==> config.mk <==
export PLATFORM = sky130hd
export DESIGN_NAME = bus_addr_router
export DESIGN_NICKNAME = d
export VERILOG_FILES = /design/src/rtl/bus_addr_router.sv
export SDC_FILE = /design/constraint.sdc
export NUM_CORES = 1
export LEC_CHECK = 0
export BUFFER_PORTS_ARGS = -buffer_cell sky130_fd_sc_hd__buf_4
export CORE_UTILIZATION = 45
export DETAILED_ROUTE_END_ITERATION = 8
export GPL_ROUTABILITY_DRIVEN = 0
export GPL_TIMING_DRIVEN = 1
export PLACE_DENSITY = 0.79
export SETUP_SLACK_MARGIN = 0.2
export SYNTH_ARGS = -nofsm -noshare
export SYNTH_HDL_FRONTEND = slang
export SYNTH_SLANG_ARGS = --single-unit
==> constraint.sdc <==
create_clock -name clk -period 5.6 [get_ports clk]
set_input_delay 0.28 -clock clk [delete_from_list [all_inputs] [get_ports clk]]
set_output_delay 0.28 -clock clk [all_outputs]
set_load 0.02 [all_outputs]
==> src/rtl/bus_addr_router.sv <==
// Registered bus address router: decodes a device index from a high address field,
// drives a one-hot device enable with the in-region offset and returns done/error.
module bus_addr_router #(
    parameter int ADDR_WIDTH = 32,
    parameter int NUM_DEV    = 8,
    parameter int SEL_LSB    = 23,
    parameter int TIMEOUT    = 16
) (
    input  logic                  clk,
    input  logic                  rst_n,
    input  logic                  req_valid,
    input  logic [ADDR_WIDTH-1:0] req_addr,
    input  logic                  req_we,
    output logic                  req_ready,
    output logic [ADDR_WIDTH-1:0] phys_addr,
    output logic                  dev_we,
    output logic [NUM_DEV-1:0]    device_en,
    input  logic [NUM_DEV-1:0]    dev_ack,
    output logic                  resp_done,
    output logic                  resp_err,
    output logic                  busy
);

    // state  | meaning
    // IDLE   | waiting for a request, req_ready high
    // ACTIVE | device_en driven, waiting for the selected device's ack or timeout
    // RESP   | one-cycle resp_done/resp_err pulse

    localparam int DEV_BITS = (NUM_DEV > 1) ? $clog2(NUM_DEV) : 1;
    localparam int CNT_BITS = $clog2(TIMEOUT);
    localparam int HI_LSB   = SEL_LSB + DEV_BITS;
    localparam logic [ADDR_WIDTH-1:0] OFF_MASK = ~({ADDR_WIDTH{1'b1}} << SEL_LSB);
    localparam logic [CNT_BITS-1:0]   CNT_LAST = CNT_BITS'(TIMEOUT - 1);

    typedef enum logic [1:0] {
        IDLE   = 2'd0,
        ACTIVE = 2'd1,
        RESP   = 2'd2
    } state_t;

    state_t                  state, state_nxt;
    logic [DEV_BITS-1:0]     req_idx;
    logic [DEV_BITS-1:0]     sel_idx, sel_idx_nxt;
    logic [CNT_BITS-1:0]     cnt, cnt_nxt;
    logic                    hi_zero;
    logic                    mapped;
    logic [NUM_DEV-1:0]      device_en_nxt;
    logic [ADDR_WIDTH-1:0]   phys_nxt;
    logic                    dev_we_nxt;
    logic                    done_nxt;
    logic                    err_nxt;

    assign req_idx   = req_addr[HI_LSB-1:SEL_LSB];
    assign hi_zero   = ((req_addr >> HI_LSB) == '0);
    assign mapped    = hi_zero && ({1'b0, req_idx} < (DEV_BITS+1)'(NUM_DEV));
    assign req_ready = (state == IDLE);

    always_comb begin
        state_nxt     = state;
        sel_idx_nxt   = sel_idx;
        cnt_nxt       = cnt;
        device_en_nxt = device_en;
        phys_nxt      = phys_addr;
        dev_we_nxt    = dev_we;
        done_nxt      = 1'b0;
        err_nxt       = 1'b0;
        case (state)
            IDLE: begin
                if (req_valid) begin
                    if (mapped) begin
                        state_nxt     = ACTIVE;
                        sel_idx_nxt   = req_idx;
                        device_en_nxt = NUM_DEV'(1) << req_idx;
                        phys_nxt      = req_addr & OFF_MASK;
                        dev_we_nxt    = req_we;
                        cnt_nxt       = '0;
                    end else begin
                        state_nxt     = RESP;
                        device_en_nxt = '0;
                        phys_nxt      = '0;
                        dev_we_nxt    = 1'b0;
                        done_nxt      = 1'b1;
                        err_nxt       = 1'b1;
                    end
                end
            end
            ACTIVE: begin
                // ack is checked first so it wins over a simultaneous timeout
                if (dev_ack[sel_idx]) begin
                    state_nxt     = RESP;
                    device_en_nxt = '0;
                    dev_we_nxt    = 1'b0;
                    done_nxt      = 1'b1;
                end else if (cnt == CNT_LAST) begin
                    state_nxt     = RESP;
                    device_en_nxt = '0;
                    dev_we_nxt    = 1'b0;
                    done_nxt      = 1'b1;
                    err_nxt       = 1'b1;
                end else begin
                    cnt_nxt = cnt + 1'b1;
                end
            end
            RESP: begin
                state_nxt = IDLE;
            end
            default: begin
                state_nxt = IDLE;
            end
        endcase
    end

    always_ff @(posedge clk) begin
        if (!rst_n) begin
            state     <= IDLE;
            sel_idx   <= '0;
            cnt       <= '0;
            device_en <= '0;
            phys_addr <= '0;
            dev_we    <= 1'b0;
            resp_done <= 1'b0;
            resp_err  <= 1'b0;
            busy      <= 1'b0;
        end else begin
            state     <= state_nxt;
            sel_idx   <= sel_idx_nxt;
            cnt       <= cnt_nxt;
            device_en <= device_en_nxt;
            phys_addr <= phys_nxt;
            dev_we    <= dev_we_nxt;
            resp_done <= done_nxt;
            resp_err  <= err_nxt;
            busy      <= (state_nxt != IDLE);
        end
    end

endmodule
==> results by group, run 1 <==
Clocking
  – Post-CTS Setup Bufs: 0
  – CTS Hold Bufs: 0
  – Clk root buf: clkbuf_8
  – H-tree Lvls: 2
  – CTS Buffer Depth: 2
  – TritonCTS buffer count: 5
  – Post-cts resize count: 0
  – Worst-Skew Late Latency: 0.30 ns
  – CTS sink cnt: 44
  – CTS tree: built
  – Clock transition at the registers of the reported paths: 0.09 ns

Layout
  – Final net count: 350
  – Antenna diode count: 0
  – Fill count: 364
  – Fraction of layout cells with a size suffix above 1: 0.294
  – Layout area overhead: 33.4%

Logic synthesis
  – #FFs+latches synth: 44
  – Area leader, netlist: dfxtp_1
  – Syn Area/Cell: 8.28 um2
  – Share of Yosys cell area claimed by the top area cell type: 0.454
  – Synth async-reset ratio: 0
  – Synth unique cells: 35
  – Synthesized instance count: 234
  – Seq/Total Area, Yosys: 0.454
  – Main synth FF type: dfxtp_1
  – Mapped cell area: 1940 um2
  – Number of flops mapped to enable cells by yosys: 0
  – Yosys Warn Count: 0
  – Ranking of synthesized cells by area: dfxtp_1, nand3_1, nand2_1

Drt
  – DR DRC count: 0
  – Via count: 1,813
  – DRT iter0 DRCs: 162
  – Via/cell ratio: 5.09
  – 1st-pass router iterations: 4
  – Per-cell routed wire length: 12.6 um
  – DRT antenna net count: 0
  – Routed WL: 4490 um

Worst setup path
  – CP max FO: 27
  – Reg2reg end: cnt[3]$_SDFFE_PN0P_
  – CP Capture Type: register
  – Reg2Reg Depth: 5
  – Nature of the critical path startpoint: register
  – Reg2reg setup slack: 3.47 ns
  – Setup crit start: state[0]$_SDFF_PN0_
  – Crit Path Category: register to register
  – Crit path to: cnt[3]$_SDFFE_PN0P_
  – Reg2reg start: state[0]$_SDFF_PN0_
  – Worst Path Arrival: 2.27 ns
  – Required @ worst endpoint: 5.74 ns

Job
  – Max Cap Viol: 0

Timing
  – Worst Max-Slew Pin Slew: 0.993 ns
  – Slew margin rel.: 0.337
  – Final slew viol count: 0
  – Minimum clock period: 2.13 ns
  – Setup TNS: 0 ns
  – Fin crit share: 0.379
  – Clock skew: 0.00934 ns
  – Max Clk Rate: 471 MHz
  – RSZ-0062 raised after global routing: false
  – WHS: 0.218 ns
  – Finish-stage setup viols: 0
  – Final hold vios: 0
  – Final worst slack: 3.47 ns

Placed design
  – Input/output buffers: 79
  – DP HPWL: 3090 um
  – Pre-CTS WS: 3.45 ns

GRT
  – Largest net degree at the start of global routing: 33
  – Initial antenna violation count: 0
  – First-pass GRT wire length: 6980 um
  – GR Util All Layers: 0.203
  – Vias in the first global route: 1,550
  – Total congestion overflow: 0

Die
  – Die Area: 4570 um2
  – Die H: 67.6 um
  – Core Region: 4060 um2
  – I/O Pins: 89
  – Core Rows: 23
  – Die X: 67.6 um
  – Starting Density: 0.478

Power
  – Worst IR drop on VDD: 154 uV
  – Power Density: 231 nW/um2
  – Leakage power total: 1.09 nW

Hold path
  – Hold Crit Class: input pin to register

Status
  – Status: finished, final reports clean
## flip-flops by register name, indices dropped and copies added (netlist names)
register,cells
resp_err,1
busy,1
device_en,8
state,2
resp_done,1
phys_addr,23
sel_idx,3
dev_we,1
cnt,4
## cell families (layout without fill, tap and decap cells)
logic type,count (synthesis),after routing,synth area share
and+or+nand+nor,109,109,0.260
DFF,44,44,0.454
AOI/OAI and AO/OA,39,39,0.120
buffers and inverters,24,88,0.0717
muxes,16,16,0.0859
adders and majority gates,1,1,0.00645
other,1,9,0.00193
## worst max-delay path, cell delays in order (launching register included)
cell	delay [ns]
dfxtp_1	0.35
nor2_1	0.17
and2_1	0.81
nand2_1	0.37
nand3b_1	0.20
a31oi_1	0.09
## layout make-up
cell class / instances / area [um2] / share of cell area
clock inverters: 2 / 15.0 / 0.00581
well taps: 50 / 62.6 / 0.0242
inverters: 1 / 3.75 / 0.00145
flip-flops and latches: 44 / 881 / 0.341
repair buffers: 79 / 593 / 0.229
clock buffers: 6 / 82.6 / 0.0319
multi-input cells: 174 / 948 / 0.367
## power breakdown
group          internal, mW  switching, mW  leakage [nW]
sequential            0.316        0.00135         0.355
clock                0.0999          0.112        0.0434
combinational        0.0312         0.0382         0.692
total                 0.447          0.152          1.09
## layout by cell type (no fill, tap or decap), drive strengths merged, types with 2 or more instances in the layout
| master | count |
|---|---|
| mux2 | 2 |
| buf | 79 |
| nand2 | 41 |
| clkbuf | 6 |
| nor3 | 2 |
| and3 | 3 |
| o21ai | 3 |
| a21oi | 29 |
| nor2 | 17 |
| nand3b | 2 |
| clkinvlp | 2 |
| dfxtp | 44 |
| mux2i | 14 |
| a2bb2oi | 2 |
| and2 | 2 |
| nand3 | 31 |
| nand2b | 2 |
| conb | 9 |
| nor2b | 3 |
## metrics by stage
stage / power (mW) / util / instances / instance area, um2
floorplan: 0.366 / - / 242 / 1970
global placement: 0.394 / 0.613 / 348 / 2490
detailed placement: 0.394 / 0.613 / 348 / 2490
CTS: 0.602 / 0.637 / 356 / 2590
global route: 0.627 / 0.637 / 356 / 2590
finish: 0.599 / 0.637 / 356 / 2590
## metal layers
layer | global-route usage | part of all wire | routed length, um | vias up
li1 | - | - | - | 926
met1 | 0.260 | 0.45 | 2030 | 831
met2 | 0.309 | 0.49 | 2200 | 48
met3 | 0.0541 | 0.043 | 194 | 8
met4 | 0.101 | 0.016 | 70 | 0
met5 | 0 | 0 | 0 | -
## how the worst min path moves through the flow
stage                                     from                          to  slack (ns)  depth (start not counted)
floorplan                            req_valid             busy$_SDFF_PN0_        0.40                          2
global placement    phys_addr[12]$_SDFFE_PN0P_  phys_addr[12]$_SDFFE_PN0P_        0.44                          2
detailed placement   phys_addr[6]$_SDFFE_PN0P_   phys_addr[6]$_SDFFE_PN0P_        0.44                          2
CTS                                  req_valid             busy$_SDFF_PN0_        0.22                          3
global route                      req_addr[12]  phys_addr[12]$_SDFFE_PN0P_        0.23                          3
finish                               req_valid             busy$_SDFF_PN0_        0.22                          3
## Yosys cell counts (2+ instances only)
cell type / n
a21oi_1: 29
and2_1: 2
and3_1: 3
buf_1: 3
buf_4: 9
buf_6: 2
clkbuf_1: 9
dfxtp_1: 44
mux2i_1: 14
nand2_1: 41
nand2b_1: 2
nand3_1: 31
nand3b_1: 2
nor2_1: 17
nor2b_1: 3
nor3_1: 2
o21ai_0: 3
Note: power is estimated with default switching activity, not from simulation.
==> run 2, diff against run 1 <==
--- a/config.mk
+++ b/config.mk
@@ -6,11 +6,11 @@
 export NUM_CORES = 1
 export LEC_CHECK = 0
 export BUFFER_PORTS_ARGS = -buffer_cell sky130_fd_sc_hd__buf_4
-export CORE_UTILIZATION = 45
+export CORE_UTILIZATION = 42
 export DETAILED_ROUTE_END_ITERATION = 8
 export GPL_ROUTABILITY_DRIVEN = 0
 export GPL_TIMING_DRIVEN = 1
-export PLACE_DENSITY = 0.79
+export PLACE_DENSITY = 0.78
 export SETUP_SLACK_MARGIN = 0.2
 export SYNTH_ARGS = -nofsm -noshare
 export SYNTH_HDL_FRONTEND = slang
==> constraint.sdc (replaced) <==
create_clock -name clk -period 1.86 [get_ports clk]
set_input_delay 0.093 -clock clk [delete_from_list [all_inputs] [get_ports clk]]
set_output_delay 0.093 -clock clk [all_outputs]
set_load 0.02 [all_outputs]
==> results by group, run 2 (synthesis gave the netlist of run 1 again) <==
Power
  – Worst IR drop on VDD: 399 uV (+160%)
  – Leakage power total: 1.16 nW (+6.8%)
  – Power Density: 668 nW/um2 (+190%)

Layout
  – Top reg by flops: phys_addr
  – Most frequent cells in the layout: buf_4, dfxtp_1, nand2_1, nand3_1, a21oi_1
  – Max reg flops: 23 (unchanged)
  – Multi-input logic area: 965 um2 (+1.7%)
  – Fraction of layout cells with a size suffix above 1: 0.330 (+0.0361)
  – Biggest regs: phys_addr (23), device_en (8), cnt (4)
  – Post-layout instance area: 2710 um2 (+4.7%)
  – Layout area overhead: 39.7%
  – Fill count: 381 (+4.7%)
  – Commonest non-fill, non-tap cell in the layout: buf_4
  – Final net count: 362 (+3.4%)
  – Antenna diode count: 0 (unchanged)
  – Seq. cell area: 885 um2 (+0.43%)

Worst setup path
  – CP max FO: 6 (-78%)
  – Nature of the critical path startpoint: register
  – Reg2reg start: sel_idx[0]$_SDFFE_PN0P_
  – Worst path max stage delay: 0.46 ns (-0.35 ns)
  – Worst Path Arrival: 1.91 ns (-0.36 ns)
  – Reg2Reg Depth: 5 (unchanged)
  – Setup crit start: sel_idx[0]$_SDFFE_PN0P_
  – Reg2reg end: cnt[3]$_SDFFE_PN0P_
  – Reg2reg setup slack: 0.17 ns (-3.30 ns)
  – CP Capture Type: register
  – Required @ worst endpoint: 2.08 ns (-3.66 ns)
  – CP max stage cell: or4_1
  – Crit path to: cnt[3]$_SDFFE_PN0P_
  – Crit Path Category: register to register
  – CP Cell Sequence: mux2_4, a2bb2oi_2, and2_4, or4_1, a31oi_1

Clocking
  – CTS sink cnt: 44 (unchanged)
  – Clk root buf: clkbuf_8
  – Clock transition at the registers of the reported paths: 0.08 ns (about the same)
  – CTS tree: built
  – CTS Hold Bufs: 0 (unchanged)
  – Worst-Skew Late Latency: 0.29 ns (about the same)
  – H-tree Lvls: 2 (unchanged)
  – TritonCTS buffer count: 5 (unchanged)
  – CTS Buffer Depth: 2 (unchanged)

Timing
  – Clock skew: 0.00655 ns (-0.00279 ns)
  – Final slew viol count: 0 (unchanged)
  – Setup TNS: 0 ns (unchanged)
  – Fin crit share: 0.909 (+0.529)
  – RSZ-0062 raised after global routing: true
  – Max Clk Rate: 592 MHz (+26%)
  – Final worst slack: 0.170 ns (-3.30 ns)
  – Final hold vios: 0 (unchanged)
  – Finish-stage setup viols: 0 (unchanged)
  – WHS: 0.0146 ns (-0.204 ns)
  – Minimum clock period: 1.69 ns (-0.435 ns)

Drt
  – 1st-pass router iterations: 4 (unchanged)
  – Via/cell ratio: 5.01 (-1.6%)
  – DR DRC count: 0 (unchanged)
  – Via count: 1,854 (+2.3%)
  – DRT iter0 DRCs: 96 (-41%)
  – DRT antenna net count: 0 (unchanged)
  – Routed WL: 4650 um (+3.6%)
  – Per-cell routed wire length: 12.6 um (-0.36%)

Hold path
  – Min-delay src: req_valid
  – Hold depth: 3 (unchanged)
  – Hold Crit Class: input pin to register

Die
  – Core Rows: 24 (+4.3%)
  – Starting Density: 0.442 (-0.0356)
  – Die H: 69.9 um (+3.4%)
  – I/O Pins: 89 (unchanged)
  – Die X: 69.9 um (+3.4%)
  – Die Area: 4890 um2 (+6.9%)
  – Core Region: 4380 um2 (+8.0%)

GRT
  – Largest net degree at the start of global routing: 21 (-36%)
  – First-pass GRT wire length: 7860 um (+13%)
  – GR Util All Layers: 0.196 (-0.00667)
  – Vias in the first global route: 1,802 (+16%)
  – Total congestion overflow: 0 (unchanged)
  – Initial antenna violation count: 0 (unchanged)

Status
  – Status: finished, final reports clean

Placed design
  – Pre-CTS WS: 0.0939 ns (-3.36 ns)
  – Input/output buffers: 79 (unchanged)
  – DP HPWL: 3380 um (+9.5%)
  – Instance area at placement: 2570 um2 (+3.1%)

Job
  – Max Cap Viol: 0 (unchanged)
run 2: final cells by class:
type / count / area share
clock buffer: 8 / 0.0333
tap: 52 / 0.0240
timing repair buffer: 91 / 0.258
sequential: 44 / 0.327
inverter: 1 / 0.00139
multi-input combinational: 174 / 0.356
run 2: layer usage:
layer,up-vias,part of all wire,global-route usage,wire [um]
li1,947,-,-,-
met1,853,0.44,0.245,2060
met2,49,0.50,0.334,2310
met3,5,0.049,0.0375,229
met4,0,0.012,0.0733,57
met5,-,0,0,0
run 2: worst min-delay path by stage:
stage | endpoint | slack [ns]
global route | busy$_SDFF_PN0_ | 0.05
global placement | busy$_SDFF_PN0_ | 0.32
finish | busy$_SDFF_PN0_ | 0.01
floorplan | busy$_SDFF_PN0_ | 0.21
CTS | busy$_SDFF_PN0_ | 0.02
detailed placement | busy$_SDFF_PN0_ | 0.32
run 2: report_power, final:
group	internal, mW	switching, mW	leakage [nW]
Clock	0.303	0.316	0.0455
Combinational	0.115	0.122	0.763
Sequential	0.948	0.00434	0.356
Total	1.37	0.442	1.16
run 2: metrics by stage:
| step | instances | utilization | total power, mW |
|---|---|---|---|
| floorplan | 242 | - | 1.10 |
| global placement | 358 | 0.585 | 1.20 |
| detailed placement | 358 | 0.585 | 1.20 |
| CTS | 367 | 0.609 | 1.80 |
| global route | 370 | 0.618 | 1.88 |
| finish | 370 | 0.618 | 1.81 |
run 2: repair_timing:
item	CTS	global route
gates resized for setup	3	1
hold endpoints to repair	0	0
setup buffers	1	3
endpoints found under the setup margin	10	11
run 2: worst max-delay path, delay by kind of cell, from the launching register on:
family / cells / cell delay, ns
flops: 1 / 0.39
compound gates: 2 / 0.30
mux: 1 / 0.31
simple gates: 2 / 0.62
==> run 3, diff against run 2 <==
--- a/config.mk
+++ b/config.mk
@@ -6,11 +6,14 @@
 export NUM_CORES = 1
 export LEC_CHECK = 0
 export BUFFER_PORTS_ARGS = -buffer_cell sky130_fd_sc_hd__buf_4
-export CORE_UTILIZATION = 42
+export CELL_PAD_IN_SITES_DETAIL_PLACEMENT = 1
+export CELL_PAD_IN_SITES_GLOBAL_PLACEMENT = 2
+export CORE_UTILIZATION = 22
 export DETAILED_ROUTE_END_ITERATION = 8
 export GPL_ROUTABILITY_DRIVEN = 0
 export GPL_TIMING_DRIVEN = 1
-export PLACE_DENSITY = 0.78
+export HOLD_SLACK_MARGIN = 0.06
+export PLACE_DENSITY = 0.75
 export SETUP_SLACK_MARGIN = 0.2
 export SYNTH_ARGS = -nofsm -noshare
 export SYNTH_HDL_FRONTEND = slang
==> results by group, run 3 (synthesis gave the netlist of run 1 again) <==
Worst setup path
  – CP max FO: 6 (unchanged)
  – Worst Path Arrival: 1.93 ns (+0.02 ns)
  – CP max stage cell: or4_1
  – Worst path max stage delay: 0.48 ns (+0.02 ns)
  – CP Cell Sequence: mux2_4, a2bb2oi_2, and2_4, or4_1, a31oi_1
  – Nature of the critical path startpoint: register
  – Required @ worst endpoint: 2.09 ns (about the same)
  – CP Depth: 5 (unchanged)
  – Reg2Reg Depth: 5 (unchanged)
  – Crit Path Category: register to register
  – CP delay by family, top: simple AND/OR/NAND/NOR gates
  – Reg2reg setup slack: 0.15 ns (-0.02 ns)
  – Reg2reg end: cnt[3]$_SDFFE_PN0P_
  – Reg2reg start: sel_idx[0]$_SDFFE_PN0P_
  – CP Buf/Inv Count: 0 (unchanged)
  – CP Capture Type: register

Die
  – Starting Density: 0.231 (-0.211)
  – Core Region: 8380 um2 (+91%)
  – Die Area: 9190 um2 (+88%)
  – I/O Pins: 89 (unchanged)
  – Core Rows: 33 (+38%)
  – Die H: 95.9 um (+37%)
  – Die X: 95.9 um (+37%)

Placed design
  – Pre-CTS WS: 0.0577 ns (-0.0362 ns)
  – Instance area at placement: 2620 um2 (+2.0%)
  – Input/output buffers: 79 (unchanged)
  – DP HPWL: 4070 um (+20%)

GRT
  – Initial antenna violation count: 0 (unchanged)
  – Vias in the first global route: 1,942 (+7.8%)
  – First-pass GRT wire length: 9230 um (+17%)
  – Largest net degree at the start of global routing: 28 (+33%)
  – Total congestion overflow: 0 (unchanged)
  – GR Util All Layers: 0.130 (-0.0663)

Clocking
  – CTS sink cnt: 44 (unchanged)
  – H-tree Lvls: 2 (unchanged)
  – CTS Buffer Depth: 2 (unchanged)
  – Worst-Skew Late Latency: 0.30 ns (about the same)
  – Clock transition at the registers of the reported paths: 0.08 ns (about the same)
  – CTS tree: built
  – TritonCTS buffer count: 5 (unchanged)
  – Clk root buf: clkbuf_8

Hold path
  – Min-delay src: req_addr[25]
  – Hold depth: 3 (unchanged)
  – Hold Crit Class: input pin to register
  – Hold EP: sel_idx[2]$_SDFFE_PN0P_

Drt
  – Via/cell ratio: 4.50 (-10%)
  – Per-cell routed wire length: 13.5 um (+7.6%)
  – Via count: 1,990 (+7.3%)
  – 1st-pass router iterations: 4 (unchanged)
  – DRT antenna net count: 0 (unchanged)
  – DR DRC count: 0 (unchanged)
  – Routed WL: 5980 um (+28%)
  – DRT iter0 DRCs: 59 (-39%)

Layout
  – Final net count: 382 (+5.5%)
  – Layout area overhead: 53.2%
  – Fill count: 1,007 (+160%)
  – Commonest non-fill, non-tap cell in the layout: buf_4
  – Biggest regs: phys_addr (23), device_en (8), cnt (4)
  – Top reg by flops: phys_addr
  – Antenna diode count: 0 (unchanged)
  – Fraction of layout cells with a size suffix above 1: 0.306 (-0.0246)
  – Most frequent cells in the layout: buf_4, dfxtp_1, nand2_1, nand3_1, a21oi_1
  – Post-layout instance area: 2970 um2 (+9.7%)
  – Max reg flops: 23 (unchanged)

Timing
  – Minimum clock period: 1.71 ns (+0.0178 ns)
  – WHS: 0.0752 ns (+0.0607 ns)
  – Max Clk Rate: 586 MHz (-1.0%)
  – Setup TNS: 0 ns (unchanged)
  – Final slew viol count: 0 (unchanged)
  – RSZ-0062 raised after global routing: true
  – Final worst slack: 0.152 ns (-0.0178 ns)
  – Final hold vios: 0 (unchanged)
  – Fin crit share: 0.918 (+0.00956)
  – Clock skew: 0.00425 ns (-0.00230 ns)
  – Finish-stage setup viols: 0 (unchanged)

Power
  – Leakage power total: 1.24 nW (+6.4%)
  – Power Density: 615 nW/um2 (-7.9%)
  – Worst IR drop on VDD: 247 uV (-38%)

Status
  – Status: finished, final reports clean

Job
  – Max Cap Viol: 0 (unchanged)
-- run 3: cell types whose count changed in the layout (fill, tap and decap cells not counted), sizes merged --
cell and change:
buf -3, clkbuf -3, clkinv +1, clkinvlp +1, dlygate4sd3 +23
-- run 3: cell type report --
class | count | area [um2] | area share
Clock buffer | 5 | 68.8 | 0.0232
Timing Repair Buffer | 111 | 903 | 0.304
Sequential cell | 44 | 885 | 0.298
Multi-Input combinational cell | 174 | 965 | 0.325
Inverter | 1 | 3.75 | 0.00126
Clock inverter | 2 | 12.5 | 0.00421
Tap cell | 105 | 131 | 0.0442
-- run 3: report_power, final --
part / internal, mW / switching (mW)
clock: 0.255 / 0.339
combinational: 0.142 / 0.136
sequential: 0.949 / 0.00471
-- run 3: how the worst max path moves through the flow --
stage                             from             endpoint
2_1_floorplan  sel_idx[0]$_SDFFE_PN0P_  cnt[3]$_SDFFE_PN0P_
3_3_place_gp   sel_idx[0]$_SDFFE_PN0P_  cnt[3]$_SDFFE_PN0P_
3_5_place_dp   sel_idx[0]$_SDFFE_PN0P_  cnt[3]$_SDFFE_PN0P_
4_1_cts        sel_idx[0]$_SDFFE_PN0P_  cnt[3]$_SDFFE_PN0P_
5_1_grt        sel_idx[0]$_SDFFE_PN0P_  cnt[3]$_SDFFE_PN0P_
6_report       sel_idx[0]$_SDFFE_PN0P_  cnt[3]$_SDFFE_PN0P_
-- run 3: per-layer routing --
metal  global-route usage  vias to the layer above  share of wire
li1                     -                      990              -
met1                0.164                      944           0.44
met2                0.220                       49           0.50
met3               0.0253                        7          0.044
met4               0.0435                        0          0.015
met5                    0                        -              0
-- run 3: timing repair --
item | in CTS | in global routing
gates resized for setup | 3 | 0
setup buffers | 2 | 1
endpoints found under the hold margin | 23 | 0
hold buffers | 23 | 0
pin swaps | 0 | 2
endpoints found under the setup margin | 11 | 3
-- run 3: per-stage QoR --
stage,power [mW],cells,utilization
after floorplan,1.10,242,-
after global placement,1.21,409,0.312
after detailed placement,1.21,409,0.312
after CTS,1.86,441,0.353
after global routing,1.92,442,0.354
final,1.83,442,0.354
-- run 3: tightest hold or removal path, stage by stage --
cell and delay, ns:
buf_4 0.11, mux2i_1 0.06, nor2_1 0.07
